### src/rtl/branch_resolver.sv
// Branch resolver: queues issued control-flow ops in order, resolves the head
// (condition, target, link value, mispredict) and holds one result in an
// output register until the CDB grants it. Conditional branches also produce
// a one-cycle training pulse for the branch predictor.
module branch_resolver #(
  parameter int DEPTH = 4,
  parameter int TAG_W = 4,
  parameter int PC_W  = 17
) (
  input  logic             clk,
  input  logic             rst,
  input  logic             rdy,
  input  logic             clr,
  input  logic             in_valid,
  output logic             in_ready,
  input  logic [6:0]       in_opcode,
  input  logic [2:0]       in_funct3,
  input  logic [31:0]      in_rs1_val,
  input  logic [31:0]      in_rs2_val,
  input  logic [31:0]      in_imm,
  input  logic [31:0]      in_pc,
  input  logic [31:0]      in_pred_target,
  input  logic [TAG_W-1:0] in_tag,
  output logic             cdb_valid,
  input  logic             cdb_grant,
  output logic [TAG_W-1:0] cdb_tag,
  output logic [31:0]      cdb_value,
  output logic [31:0]      cdb_target,
  output logic             cdb_mispredict,
  output logic             train_ready,
  output logic             train_result,
  output logic [31:0]      train_pc
);

  localparam int PTR_W = (DEPTH > 1) ? $clog2(DEPTH) : 1;
  localparam logic [PTR_W-1:0] PTR_ONE    = PTR_W'(1);
  localparam logic [PTR_W:0]   CNT_ONE    = (PTR_W+1)'(1);
  localparam logic [PTR_W:0]   FULL_COUNT = (PTR_W+1)'(DEPTH);
  localparam logic [31:0]      PC_MASK    = 32'((64'd1 << PC_W) - 64'd1);

  localparam logic [6:0] OP_BRANCH = 7'b1100011;
  localparam logic [6:0] OP_JAL    = 7'b1101111;
  localparam logic [6:0] OP_JALR   = 7'b1100111;

  typedef struct packed {
    logic [6:0]       opcode;
    logic [2:0]       funct3;
    logic [31:0]      rs1_val;
    logic [31:0]      rs2_val;
    logic [31:0]      imm;
    logic [31:0]      pc;
    logic [31:0]      pred_target;
    logic [TAG_W-1:0] tag;
  } op_t;

  op_t              queue_mem [DEPTH];
  logic [PTR_W-1:0] head_reg;
  logic [PTR_W-1:0] tail_reg;
  logic [PTR_W:0]   count_reg;
  logic             train_ready_reg;

  op_t         in_op;
  op_t         head_op;
  logic        push;
  logic        pop;
  logic        head_branch;
  logic        head_jal;
  logic        head_jalr;
  logic        taken;
  logic [31:0] target_raw;
  logic [31:0] head_target;
  logic [31:0] head_value;
  logic        head_mispredict;

  assign in_op = {in_opcode, in_funct3, in_rs1_val, in_rs2_val, in_imm,
                  in_pc, in_pred_target, in_tag};

  // No bypass: a full queue refuses even when the head leaves this cycle.
  assign in_ready = rdy && (count_reg != FULL_COUNT);
  assign push     = in_valid && in_ready && !clr;
  assign pop      = rdy && !clr && (count_reg != '0) && (!cdb_valid || cdb_grant);
  assign head_op  = queue_mem[head_reg];

  // A pending pulse is hidden while the pipeline is frozen.
  assign train_ready = train_ready_reg && rdy;

  // Op storage; written at the tail, no reset needed since count gates use.
  always_ff @(posedge clk) begin
    if (push) begin
      queue_mem[tail_reg] <= in_op;
    end
  end

  // Resolve the head op: branch condition, target, link value, mispredict.
  always_comb begin
    head_branch = (head_op.opcode == OP_BRANCH);
    head_jal    = (head_op.opcode == OP_JAL);
    head_jalr   = (head_op.opcode == OP_JALR);
    taken       = 1'b0;
    case (head_op.funct3)
      3'b000:  taken = (head_op.rs1_val == head_op.rs2_val);
      3'b001:  taken = (head_op.rs1_val != head_op.rs2_val);
      3'b100:  taken = ($signed(head_op.rs1_val) <  $signed(head_op.rs2_val));
      3'b101:  taken = ($signed(head_op.rs1_val) >= $signed(head_op.rs2_val));
      3'b110:  taken = (head_op.rs1_val <  head_op.rs2_val);
      3'b111:  taken = (head_op.rs1_val >= head_op.rs2_val);
      default: taken = 1'b0;
    endcase
    target_raw = head_op.pc + 32'd4;
    if (head_jal) begin
      target_raw = head_op.pc + head_op.imm;
    end else if (head_jalr) begin
      target_raw = (head_op.rs1_val + head_op.imm) & 32'hFFFF_FFFE;
    end else if (head_branch && taken) begin
      target_raw = head_op.pc + head_op.imm;
    end
    head_target     = target_raw & PC_MASK;
    head_value      = (head_jal || head_jalr) ? ((head_op.pc + 32'd4) & PC_MASK) : 32'd0;
    head_mispredict = (head_target != (head_op.pred_target & PC_MASK));
  end

  // Queue pointers, occupancy, output register and training pulse.
  always_ff @(posedge clk or negedge rst) begin
    if (!rst) begin
      head_reg        <= '0;
      tail_reg        <= '0;
      count_reg       <= '0;
      cdb_valid       <= 1'b0;
      cdb_tag         <= '0;
      cdb_value       <= 32'd0;
      cdb_target      <= 32'd0;
      cdb_mispredict  <= 1'b0;
      train_ready_reg <= 1'b0;
      train_result    <= 1'b0;
      train_pc        <= 32'd0;
    end else if (rdy) begin
      if (clr) begin
        head_reg        <= '0;
        tail_reg        <= '0;
        count_reg       <= '0;
        cdb_valid       <= 1'b0;
        train_ready_reg <= 1'b0;
      end else begin
        if (push) begin
          tail_reg <= tail_reg + PTR_ONE;
        end
        if (pop) begin
          head_reg <= head_reg + PTR_ONE;
        end
        if (push && !pop) begin
          count_reg <= count_reg + CNT_ONE;
        end else if (!push && pop) begin
          count_reg <= count_reg - CNT_ONE;
        end
        train_ready_reg <= pop && head_branch;
        if (pop) begin
          cdb_valid      <= 1'b1;
          cdb_tag        <= head_op.tag;
          cdb_value      <= head_value;
          cdb_target     <= head_target;
          cdb_mispredict <= head_mispredict;
          if (head_branch) begin
            train_result <= taken;
            train_pc     <= head_op.pc;
          end
        end else if (cdb_grant) begin
          cdb_valid <= 1'b0;
        end
      end
    end
  end

endmodule
### config.mk
export PLATFORM = sky130hd
export DESIGN_NAME = branch_resolver
export DESIGN_NICKNAME = d
export VERILOG_FILES = /design/src/rtl/branch_resolver.sv
export SDC_FILE = /design/constraint.sdc
export NUM_CORES = 1
export LEC_CHECK = 0
export CORE_AREA = 4 4 226 228
export CTS_CLUSTER_SIZE = 28
export DETAILED_ROUTE_END_ITERATION = 6
export DIE_AREA = 0 0 230 232
export HOLD_SLACK_MARGIN = 0.03
export PLACE_DENSITY = 0.85
export SLEW_MARGIN = 25
export SYNTH_ARGS = -nofsm -noshare
export SYNTH_HDL_FRONTEND = slang
export SYNTH_SLANG_ARGS = --single-unit
export TNS_END_PERCENT = 20
### constraint.sdc
create_clock -name clk -period 8.8 [get_ports clk]
set_clock_uncertainty 0.1 [all_clocks]
set_input_delay 1.32 -clock clk [delete_from_list [all_inputs] [get_ports clk]]
set_output_delay 1.32 -clock clk [all_outputs]
set_load 0.005 [all_outputs]
==> impl_metrics.tcl, run 1 <==
set metrics [dict create \
    p_seq_share_pct 36.4 \
    relSlewSlack_pct 41.2 \
    grt_pass1_wl_mm 93.3 \
    critPathMaxStageDelay_ps 910 \
    layout_common_cells "edfxtp_1 (576), clkdlybuf4s50_1 (223), mux4_2 (136), nand2_1 (89), dfrtp_1 (79)" \
    outcome "complete, but fails checks" \
    p_clk_share_pct 24.9 \
    cts_hold_buffers 0 \
    cp_slowest_cell "dfrtp_4" \
    avgSynthCellArea_um2 17.6 \
    grt_overflow 0 \
    clkLatencyLatePin_ps 610 \
    die_x_um 230 \
    setup_viol 0 \
    p_leak_nw 11.2 \
    hold_path.class "register to register" \
    core_mm2 0.0488 \
    period_share_pct 71.0 \
    drcViolationCount 2 \
    die_area_mm2 0.0534 \
    fillers 3244 \
    ant_nets 0 \
    drive_above_1_share_pct 16.2 \
    postCtsSetupBuffers 0 \
    hold_end "cdb_target[1]" \
    synthArstFlopShare_pct 12.3 \
    worst_pin_slew_ps 879 \
    final_core_util_pct 66.7 \
    synth_top_area_cell "edfxtp_1" \
    top_regs "queue_mem: 576 flops, train_pc: 32 flops" \
    wl_mm 60.9 \
    fmax_mhz 160 \
    clock_path_buffers 3 \
    place.gp.congestion 0.879 \
    syn_area_mm2 0.0276 \
    synth-main-ff-cell "edfxtp_1" \
    power_switching_share_pct 34.0 \
    dr.pass1.iters 7 \
    cts_tree "yes" \
    clock_sinks 657 \
    netlist_instances 1571 \
    routed_via_density 5.95 \
    finish.instance_area_mm2 0.0326 \
    ys_warn_count 0 \
    p_per_area_mw_per_mm2 328 \
    grt_pass1_vias 15600 \
    cts_root_buf "clkbuf_16" \
    path_clk_slew_ps 70 \
    area_delta_synth_final_pct 18.0 \
    final-hold-violation-count 0 \
    post-dp-hpwl_mm 39.5 \
    crit_fanout 47 \
    wire_per_inst_um 23.9 \
    reg2reg_depth 15 \
    min_period_ps 6240 \
    cts_htree_levels 3 \
    r2r-start "head_reg[0]" \
    crit_required_ps 9180 \
    cap_violations 0 \
    worstReg2RegEnd "cdb_mispredict" \
    drt_iter0_drc 1409 \
    ys_seq_area_share_pct 69.9 \
    post_dp_cell_area_mm2 0.0305 \
    worstPathCellList "buf_12 -> mux4_2 -> ha_1 -> nand4_1 -> nor4_1 -> nand3_1 -> nand4_1 -> a211o_1 -> nand2_1 -> nor3_2 -> mux2_2 -> nor4_1 -> o2111ai_1 -> nor4_1 -> nor2_1" \
    synth_cell_types 81 \
    synth_edf_count 576 \
    ff_latch_area_mm2 0.0193 \
    multiInputGateArea_mm2 0.00771 \
    rows 81 \
    r2r_slack_ps 2560 \
    synth_top_area_share_pct 62.6 \
    antenna_found_initial 16 \
    hold_depth 2 \
    path_class "register to register" \
    p_sw_mw 3.64 \
    synth_seq_cells 657 \
    ir_drop_mv 0.206 \
    grt_usage_pct 23.0 \
    cts_resized 0 \
    crit_top_cell "nor4_1" \
    report.final.slew_viol_count 0 \
    rsz0062_at_grt "no" \
    die_h_um 232 \
    end_kind "register" \
    port-buffer-count 224 \
    hold_ws_ps 379 \
    num_vias 15100 \
    min_from "cdb_target[1]" \
    grt_max_degree 129 \
    largest_register_ffs 576 \
    intPower_mw 7.07 \
    largest_register "queue_mem" \
    crit_arrival_ps 6620 \
    p_total_mw 10.7 \
    synthTopCellsByArea "edfxtp_1 (63%), mux4_2 (11%), dfrtp_1 (7.3%)" \
    num-nets-final 2072 \
    ios 285 \
    setup_tns_ps 0 \
    violations "design-rule violations" \
    initial_core_util_pct 56.6 \
    layout_commonest_cell "edfxtp_1" \
    pwr-share-comb_pct 38.7 \
    cts-buffers-inserted 66 \
    start_kind "register" \
]
-- area by class of cell --
cell class | instances | area share (%)
Sequential cell | 657 | 59.3
Multi-Input combinational cell | 797 | 23.7
Timing Repair Buffer | 239 | 7.41
Clock buffer | 89 | 5.58
Tap cell | 664 | 2.55
Clock inverter | 31 | 0.752
Inverter | 60 | 0.691
Antenna cell | 10 | 0.0767
-- power groups by stage --
stage / clock network, mW / logic (mW) / registers (mW)
6_report: 2.67 / 4.14 / 3.90
5_1_grt: 2.87 / 4.49 / 3.93
4_1_cts: 2.72 / 4.14 / 3.91
3_5_place_dp: 0 / 4.11 / 3.97
3_3_place_gp: 0 / 4.02 / 3.95
2_1_floorplan: 0 / 2.88 / 3.86
-- worst max-delay path: cells and delay by family, from the launching register on --
| kind | cells | cell delay (ps) |
|---|---|---|
| AOI/OAI and AO/OA | 2 | 310 |
| DFF | 1 | 910 |
| buffers and inverters | 1 | 430 |
| muxes | 2 | 930 |
| and+or+nand+nor | 9 | 3070 |
| adders and majority gates | 1 | 330 |
-- per-layer routing --
| layer | vias up | part of all wire (%) | global-route usage, % |
|---|---|---|---|
| li1 | 6729 | - | - |
| met1 | 7753 | 40 | 30.4 |
| met2 | 533 | 50 | 38.3 |
| met3 | 117 | 7.0 | 6.01 |
| met4 | 14 | 2.6 | 6.98 |
| met5 | - | 0.14 | 0 |
-- through the flow --
stage / setup slack (ps) / instances
after floorplan: 2550 / 1600
after CTS: 2600 / 2537
after detailed placement: 2640 / 2417
after global routing: 2200 / 2540
final: 2560 / 2547
after global placement: 2730 / 2417
-- Yosys cell counts (11+ instances only) --
cell / instances
a21o_1: 11
a21oi_1: 40
buf_1: 12
buf_2: 12
buf_4: 31
clkbuf_1: 26
dfrtp_1: 81
edfxtp_1: 576
ha_1: 68
inv_1: 60
mux2_2: 37
mux4_2: 136
nand2_1: 90
nand3_1: 19
nand4_1: 17
nor2_1: 46
nor3_1: 17
o21ai_0: 55
xnor2_1: 30
xor2_1: 18
-- cells by family after synthesis --
logic type | Yosys count | share of synthesized area (%)
DFF | 657 | 69.9
muxes | 181 | 12.9
buffers and inverters | 146 | 2.64
other | 1 | 0.0136
AOI/OAI and AO/OA | 212 | 5.18
and+or+nand+nor | 255 | 4.52
adders and majority gates | 71 | 3.30
xor gates and xnor gates | 48 | 1.52
-- worst max-delay path by stage --
stage                      startpoint        endpoint  slack (ps)  cells after the start
final                     head_reg[0]  cdb_mispredict        2560                     15
after global routing      head_reg[0]  cdb_mispredict        2200                     15
after CTS                 head_reg[0]  cdb_mispredict        2600                     15
after detailed placement  head_reg[0]  cdb_mispredict        2640                     15
after global placement    head_reg[0]  cdb_mispredict        2730                     15
after floorplan           head_reg[0]  cdb_mispredict        2550                     22
(Power assumes the default switching activity.)
==> run 2, diff against run 1 <==
==> constraint.sdc (replaced) <==
create_clock -name clk -period 6.2 [get_ports clk]
set_clock_uncertainty 0.1 [all_clocks]
set_input_delay 0.93 -clock clk [delete_from_list [all_inputs] [get_ports clk]]
set_output_delay 0.93 -clock clk [all_outputs]
set_load 0.005 [all_outputs]
==> run 2 against run 1 <==
The run now ends clean. Largest power group unchanged. Flip-flop and latch count did not move. Global-route usage is 0.27 points higher. Via count up 1.1%.
==> impl_metrics.tcl, run 2 (synthesis gave the netlist of run 1 again) <==
set metrics [dict create \
    outcome "completed" \
    cts_tree "yes" \
    report.final.slew_viol_count 0 \
    largest_register "queue_mem" \
    ir_drop_mv 0.265 \
    path_clk_slew_ps 60 \
    die_area_mm2 0.0534 \
    rows 81 \
    postCtsSetupBuffers 0 \
    setup_viol 0 \
    cap_violations 0 \
    cts_resized 0 \
    crit_fanout 30 \
    crit_required_ps 6580 \
    clkLatencyLatePin_ps 610 \
    crit_arrival_ps 5890 \
    fmax_mhz 181 \
    die_x_um 230 \
    grt_pass1_wl_mm 94.7 \
    layout_commonest_cell "edfxtp_1" \
    final-hold-violation-count 0 \
    top_regs "queue_mem: 576 flops, train_pc: 32 flops" \
    antenna_found_initial 13 \
    num-nets-final 2094 \
    p_leak_nw 11.4 \
    cts_root_buf "clkbuf_16" \
    port-buffer-count 224 \
    relSlewSlack_pct 27.6 \
    hold_path.class "input pin to asynchronous set/reset pin" \
    cp_num_buf_inv 2 \
    fillers 3240 \
    drt_iter0_drc 1449 \
    ios 285 \
    grt_usage_pct 23.3 \
    critPathMaxStageDelay_ps 820 \
    cts-buffers-inserted 66 \
    cts_htree_levels 3 \
    final_core_util_pct 67.2 \
    clock_path_buffers 3 \
    die_h_um 232 \
    initial_core_util_pct 56.6 \
    clock_sinks 657 \
    worstPathCellList "buf_4 -> mux4_2 -> ha_1 -> nand4_1 -> nor4_1 -> buf_4 -> o41a_1 -> o31ai_1 -> or2_1 -> nor3_2 -> mux2_2 -> nor4_1 -> o2111ai_1 -> nor4_1 -> nor2_1" \
    period_share_pct 88.9 \
    grt_overflow 0 \
    num_vias 15300 \
    routed_via_density 5.97 \
    grt_pass1_vias 15900 \
    min_period_ps 5510 \
    layout_common_cells "edfxtp_1 (576), clkdlybuf4s50_1 (223), mux4_2 (136), nand2_1 (89), dfrtp_1 (79)" \
    crit_top_cell "nor4_1" \
    wl_mm 61.8 \
    drive_above_1_share_pct 17.3 \
    start_kind "register" \
    end_kind "register" \
    p_per_area_mw_per_mm2 469 \
    wire_per_inst_um 24.1 \
    area_delta_synth_final_pct 18.9 \
    cts_hold_buffers 0 \
    grt_max_degree 73 \
    crit_family "simple AND/OR/NAND/NOR gates" \
    ant_nets 0 \
    largest_register_ffs 576 \
    setup_tns_ps 0 \
    rsz0062_at_grt "no" \
    cp_slowest_cell "dfrtp_4" \
    place.gp.congestion 0.901 \
    post-dp-hpwl_mm 42.0 \
    path_class "register to register" \
    dr.pass1.iters 5 \
    core_mm2 0.0488 \
    r2r_slack_ps 690 \
    worst_pin_slew_ps 1080 \
    drcViolationCount 0 \
]
-- run 2: cell types whose count changed in the layout (fill, tap and decap cells not counted), sizes merged --
cell / before / now
buf: 16 / 38
clkinv: 25 / 16
diode: 10 / 9
inv: 64 / 67
clkbuf: 89 / 90
clkinvlp: 0 / 1
bufinv: 2 / 5
-- run 2: per-layer routing --
metal	share of wire (%)	up-vias	track usage, %
met5	0.13	-	0
met4	2.3	10	7.16
met3	7.2	98	5.09
met2	52	593	40.1
met1	39	7854	30.1
li1	-	6764	-
-- run 2: where the power goes --
group          total, mW  internal, mW  switching [mW]
logic               6.00          2.72            3.29
registers           5.49          5.22           0.273
clock network       3.92          2.29            1.62
total               15.4          10.2            5.18
-- run 2: path summary, 6_finish.rpt --
check | end | depth (start not counted) | from
max in group asynchronous | head_reg[1] | 2 | rst
setup reg to reg | cdb_mispredict | 15 | head_reg[0]
hold reg to reg | cdb_target[12] | 1 | cdb_target[12]
min in group clk | cdb_target[12] | 1 | cdb_target[12]
setup / recovery | cdb_mispredict | 15 | head_reg[0]
hold / removal | cdb_target[9] | 1 | rst
-- run 2: layout make-up --
cell class                      count  area (um2)  share of cell area, %
Clock inverter                     29         300                  0.914
Sequential cell                   657       19300                   58.8
Multi-Input combinational cell    797        7710                   23.5
Clock buffer                       90        1830                   5.56
Tap cell                          664         831                   2.53
Antenna cell                        9        22.5                 0.0686
Inverter                           60         225                  0.686
Timing Repair Buffer              261        2610                   7.93
-- run 2: per-stage QoR --
step                hold slack (ps)  area [um2]  cells  worst slack [ps]  power, mW
global placement                361       30700   2439               718       11.4
CTS                             225       32800   2558               669       15.5
detailed placement              370       30700   2439               688       11.5
finish                          234       32800   2567               690       15.4
floorplan                       367       27700   1600              66.1       9.57
global route                    272       32800   2562               332       16.3
==> variant 1 (config.mk and constraints of run 2) <==
Add an input register stage for `in_pred_target`, cleared by the reset; this delays it by one clock. The other inputs are not delayed to match.
--- a/src/rtl/branch_resolver.sv
+++ b/src/rtl/branch_resolver.sv
@@ -53,6 +53,16 @@
     logic [TAG_W-1:0] tag;
   } op_t;
 
+  logic [31:0] in_pred_target_q;
+
+  always_ff @(posedge clk or negedge rst) begin
+    if (!rst) begin
+      in_pred_target_q <= '0;
+    end else begin
+      in_pred_target_q <= in_pred_target;
+    end
+  end
+
   op_t              queue_mem [DEPTH];
   logic [PTR_W-1:0] head_reg;
   logic [PTR_W-1:0] tail_reg;
@@ -73,7 +83,7 @@
   logic        head_mispredict;
 
   assign in_op = {in_opcode, in_funct3, in_rs1_val, in_rs2_val, in_imm,
-                  in_pc, in_pred_target, in_tag};
+                  in_pc, in_pred_target_q, in_tag};
 
   // No bypass: a full queue refuses even when the head leaves this cycle.
   assign in_ready = rdy && (count_reg != FULL_COUNT);
Check against the original RTL: not equivalent (a bounded check fails within 4 cycles, from zero or initial values and one cycle with rst low).
==> variant 1 against run 2 <==
Area after synthesis is 2.1% higher. Power is 2.1% lower. Worst setup slack better by 170 ps. Largest power group unchanged. Largest cell class unchanged. Sequential cell count is 17 higher. Final area is 1.8% higher. Routed wire length is 5.4% higher. Non-clock buffer count is 4 lower.
==> variant 1: results (changes against run 2) <==
| Metric | Value |
|---|---|
| IR Drop Worst-Case VDD | `288 uV (+8.3%)` |
| Largest buffer count on any clock path | `3 (unchanged)` |
| Buffers added on ports | `224 (unchanged)` |
| Count of filler cells inserted in the layout | `3116 (-3.8%)` |
| Mean routed wirelength per cell | `25.1 um (+4.3%)` |
| Nets | `2122 (+1.3%)` |
| Overall fraction of global-route tracks in use | `24.7% (+1.4 points)` |
| Clk_lat worst skew | `590 ps (-20 ps)` |
| Mux contribution to synthesized area | `12.7% (-0.18 points)` |
| Global placement routability congestion | `0.908 (+0.75%)` |
| Post-synth ARST share | `14.5% (+2.2 points)` |
| Non-Filler Instances | `2594 (+1.1%)` |
| Clk pin slew, worst setup/hold paths | `60 ps (about the same)` |
| Number of buffers inserted during clock tree synthesis | `68 (+3.0%)` |
| Number of global-route vias before repair | `16300 (+2.3%)` |
| Syn. warnings | `0 (unchanged)` |
| Compound-Gate Fraction of Synth Area | `5.06% (-0.12 points)` |
| Gate count after technology mapping | `1598 (+1.7%)` |
| Data arrival time at the worst-slack endpoint | `5750 ps (-140 ps)` |
| CTS H-tree lvls | `3 (unchanged)` |
| Maximum fanout along the worst path | `54 (+80%)` |
| Worst r2r src | `head_reg[0]` |
| Largest net degree at the start of global routing | `86 (+18%)` |
| Antenna violations before repair | `10 (-3)` |
| Post-DR vias/cell | `6.03 (+1.0%)` |
| Clock root buffer | `sky130_fd_sc_hd__clkbuf_16` |
| Leak pwr | `0.0116 uW (+2.1%)` |
| Count of flip-flops with a built-in enable after synthesis | `576 (unchanged)` |
| Fraction of final layout cells with drive strength greater than 1 | `17.5% (+0.21 points)` |
| Post-synthesis sequential area ratio | `70.0% (about the same)` |
| Number of placed cells counting well taps | `2465 (+1.1%)` |
| Class of the most critical hold timing path | `input port to async pin` |
| Adder-cell share of the synthesized area | `3.23% (-0.068 points)` |
| Synth cell types | `90 (+11%)` |
| First-pass GRT wire length | `99000 um (+4.5%)` |
| Top FF cell, synth | `sky130_fd_sc_hd__edfxtp_1` |
| Largest cells by area after synthesis | `sky130_fd_sc_hd__edfxtp_1, sky130_fd_sc_hd__mux4_2, sky130_fd_sc_hd__dfrtp_1` |
| Commonest cells post-synth | `sky130_fd_sc_hd__edfxtp_1, sky130_fd_sc_hd__mux4_2, sky130_fd_sc_hd__nand2_1` |
| Registers with the most flip-flops | `queue_mem (576), train_pc (32)` |
| Cell with the largest stage delay on the worst path | `sky130_fd_sc_hd__mux4_2` |
| Detailed placer's ending HPWL | `43400 um (+3.4%)` |
| Max stage delay on crit path | `720 ps (-100 ps)` |
| Number of cells upsized or downsized after cts | `0 (unchanged)` |
| Total placed instance area | `31300 um2 (+2.0%)` |
| Worst Tran Pin Value | `946 ps (-135 ps)` |
| Number of buffers inserted to repair setup after CTS | `0 (unchanged)` |
| Iteration count of the initial detailed-routing pass | `5 (unchanged)` |
| Number of design-rule violations left by the first detailed-router iteration | `1489 (+2.8%)` |
| Critical path class | `register to register` |
| Run status | `complete, no violations` |
| Xor and xnor fraction of the mapped netlist area | `1.65% (+0.12 points)` |
| Global-route congestion overflow total | `0 (unchanged)` |
==> variant 1: worst paths after layout <==
kind / to / slack, ps / depth (start not counted)
max: cdb_mispredict / 860 / 15
min: train_pc[18] / 200 / 1
max reg2reg: cdb_mispredict / 860 / 15
min reg2reg: cdb_value[0] / 370 / 2
max in group asynchronous: train_pc[6] / 4480 / 2
min in group clk: cdb_value[0] / 370 / 2
==> variant 1: logic make-up (layout without fill, tap and decap cells) <==
family	after synthesis	after routing
DFF	674	674
and+or+nand+nor	271	271
AOI/OAI and AO/OA	205	205
muxes	182	182
buffers and inverters	141	437
adders and majority gates	71	71
xor gates and xnor gates	53	53
other	1	37
==> variant 1: per-stage QoR <==
stage                     setup slack [ps]  power (uW)  hold WS (ps)
after floorplan                        279        9360           355
after global placement                 918       11100           355
after detailed placement               915       11200           364
after CTS                              851       15100           190
after global routing                   578       15900           222
final                                  856       15100           203
==> variant 1: layer usage <==
layer,wire length [um],share of wire [%],track usage [%]
met5,66,0.10,0
met1,25800,40,33.3
met3,4620,7.1,4.44
met2,33000,51,41.8
met4,1650,2.5,7.52
==> variant 1: layout make-up <==
type	instances	area [um2]	share of cell area, %
clock buffers	101	1960	5.86
clock inverters	21	165	0.494
repair buffers	257	2610	7.81
well taps	664	831	2.48
diodes	7	17.5	0.0524
multi-input cells	812	7880	23.6
flip-flops and latches	674	19800	59.1
inverters	58	218	0.651
==> variant 1: where the power goes <==
part           total, uW  internal (uW)  leakage, uW  switching [uW]
Clock               3900           2280      0.00104            1620
Combinational       5750           2550      0.00410            3200
Sequential          5450           5240      0.00646             213
==> variant 1: worst max-delay path: cells and delay by family (launching register included) <==
family / cells / cell delay [ps]
buffers and inverters: 1 / 390
AOI/OAI and AO/OA: 6 / 1370
muxes: 1 / 720
adders and majority gates: 1 / 410
xor gates and xnor gates: 2 / 480
DFF: 1 / 670
and+or+nand+nor: 4 / 980
==> variant 2 (config.mk and constraints of run 2) <==
Made on the original files. `DEPTH`: 4 -> 2.
--- a/src/rtl/branch_resolver.sv
+++ b/src/rtl/branch_resolver.sv
@@ -3,7 +3,7 @@
 // output register until the CDB grants it. Conditional branches also produce
 // a one-cycle training pulse for the branch predictor.
 module branch_resolver #(
-  parameter int DEPTH = 4,
+  parameter int DEPTH = 2,
   parameter int TAG_W = 4,
   parameter int PC_W  = 17
 ) (
Behaviour: not the same (Yosys sat finds a counterexample within 4 cycles, from zero or initial values and one cycle with rst low).
==> variant 2 against run 2 <==
First-iteration DRC count fell by 48%. Routed wire length decreased by 29%. Sequential cell count decreased by 291. Worst setup slack worse by 82 ps. Area after synthesis shrank 40%. Count of clock-buffer cells in the layout shrank 32. Power shrank 45%. Final area down 36%. Critical path type unchanged. Highest routed layer unchanged.
==> variant 2: results (changes against run 2) <==
| Metric | Value |
|---|---|
| Maximum fanout along the worst path | `21 (-30%)` |
| Multi-input combinational cell area | `5650 um2 (-27%)` |
| Xor and xnor fraction of the mapped netlist area | `2.91% (+1.4 points)` |
| Total placed instance area | `19700 um2 (-36%)` |
| Detailed-routed wire length on met3 | `3580 um (-19%)` |
| Number of design-rule violations left by the first detailed-router iteration | `759 (-48%)` |
| Mean routed wirelength per cell | `20.2 um (-16%)` |
| Number of buffers inserted during clock tree synthesis | `41 (-38%)` |
| Count of inverters not on the clock network in the layout | `22 (-63%)` |
| Worst r2r src | `head_reg` |
| Total of clock buffers placed in the layout | `58 (-36%)` |
| Max_slew headroom | `35.8% (+8.2 points)` |
| Worst setup path startpoint | `head_reg` |
| Registers with the most flip-flops | `queue_mem (288), train_pc (32)` |
| Cells on worst reg2reg path | `17 (+2)` |
| Overall fraction of global-route tracks in use | `16.0% (-7.3 points)` |
| Portion of the layout cell area used by non-clock buffers | `12.0% (+4.1 points)` |
| Post-placement setup slack | `638 ps (-50.2 ps)` |
| Data arrival time at the worst-slack endpoint | `5910 ps (+20 ps)` |
| Count of filler cells inserted in the layout | `4421 (+36%)` |
| Run status | `complete, no violations` |
| Count of flip-flops with a built-in enable after synthesis | `288 (-50%)` |
| Count of non-CTS buffers in the layout | `257 (-1.5%)` |
| Number of antenna repair diodes | `5 (-4)` |
| Switching power | `2750 uW (-47%)` |
| M2 GR Usage | `26.8% (-13 points)` |
| Gate count after technology mapping | `1206 (-23%)` |
| Fraction of final layout cells with drive strength greater than 1 | `11.3% (-5.9 points)` |
| Metal-1 WL | `18000 um (-25%)` |
| Nets | `1712 (-18%)` |
| IR Drop Worst-Case VDD | `273 uV (+2.8%)` |
| Adder-cell share of the synthesized area | `5.08% (+1.8 points)` |
| Clock Sink Count | `366 (-44%)` |
[variant 2: changes by cell type after synthesis, moves of 6 or more]
cell,run 2,this run
sky130_fd_sc_hd__nand4_1,17,8
sky130_fd_sc_hd__mux2i_1,7,93
sky130_fd_sc_hd__buf_2,12,5
sky130_fd_sc_hd__inv_1,60,22
sky130_fd_sc_hd__o21ai_0,55,82
sky130_fd_sc_hd__mux4_2,136,0
sky130_fd_sc_hd__mux2_2,37,60
sky130_fd_sc_hd__xnor2_1,30,38
sky130_fd_sc_hd__edfxtp_1,576,288
sky130_fd_sc_hd__nand2_1,90,116
sky130_fd_sc_hd__o22ai_1,7,1
[variant 2: cells by family (layout without fill, tap and decap cells)]
| group | after synthesis | count (layout) |
|---|---|---|
| compound gates | 207 | 207 |
| flops | 366 | 366 |
| xor+xnor | 55 | 55 |
| simple gates | 266 | 266 |
| buf+inv | 91 | 355 |
| mux | 154 | 154 |
| fa+ha+maj | 66 | 66 |
| other cells | 1 | 35 |
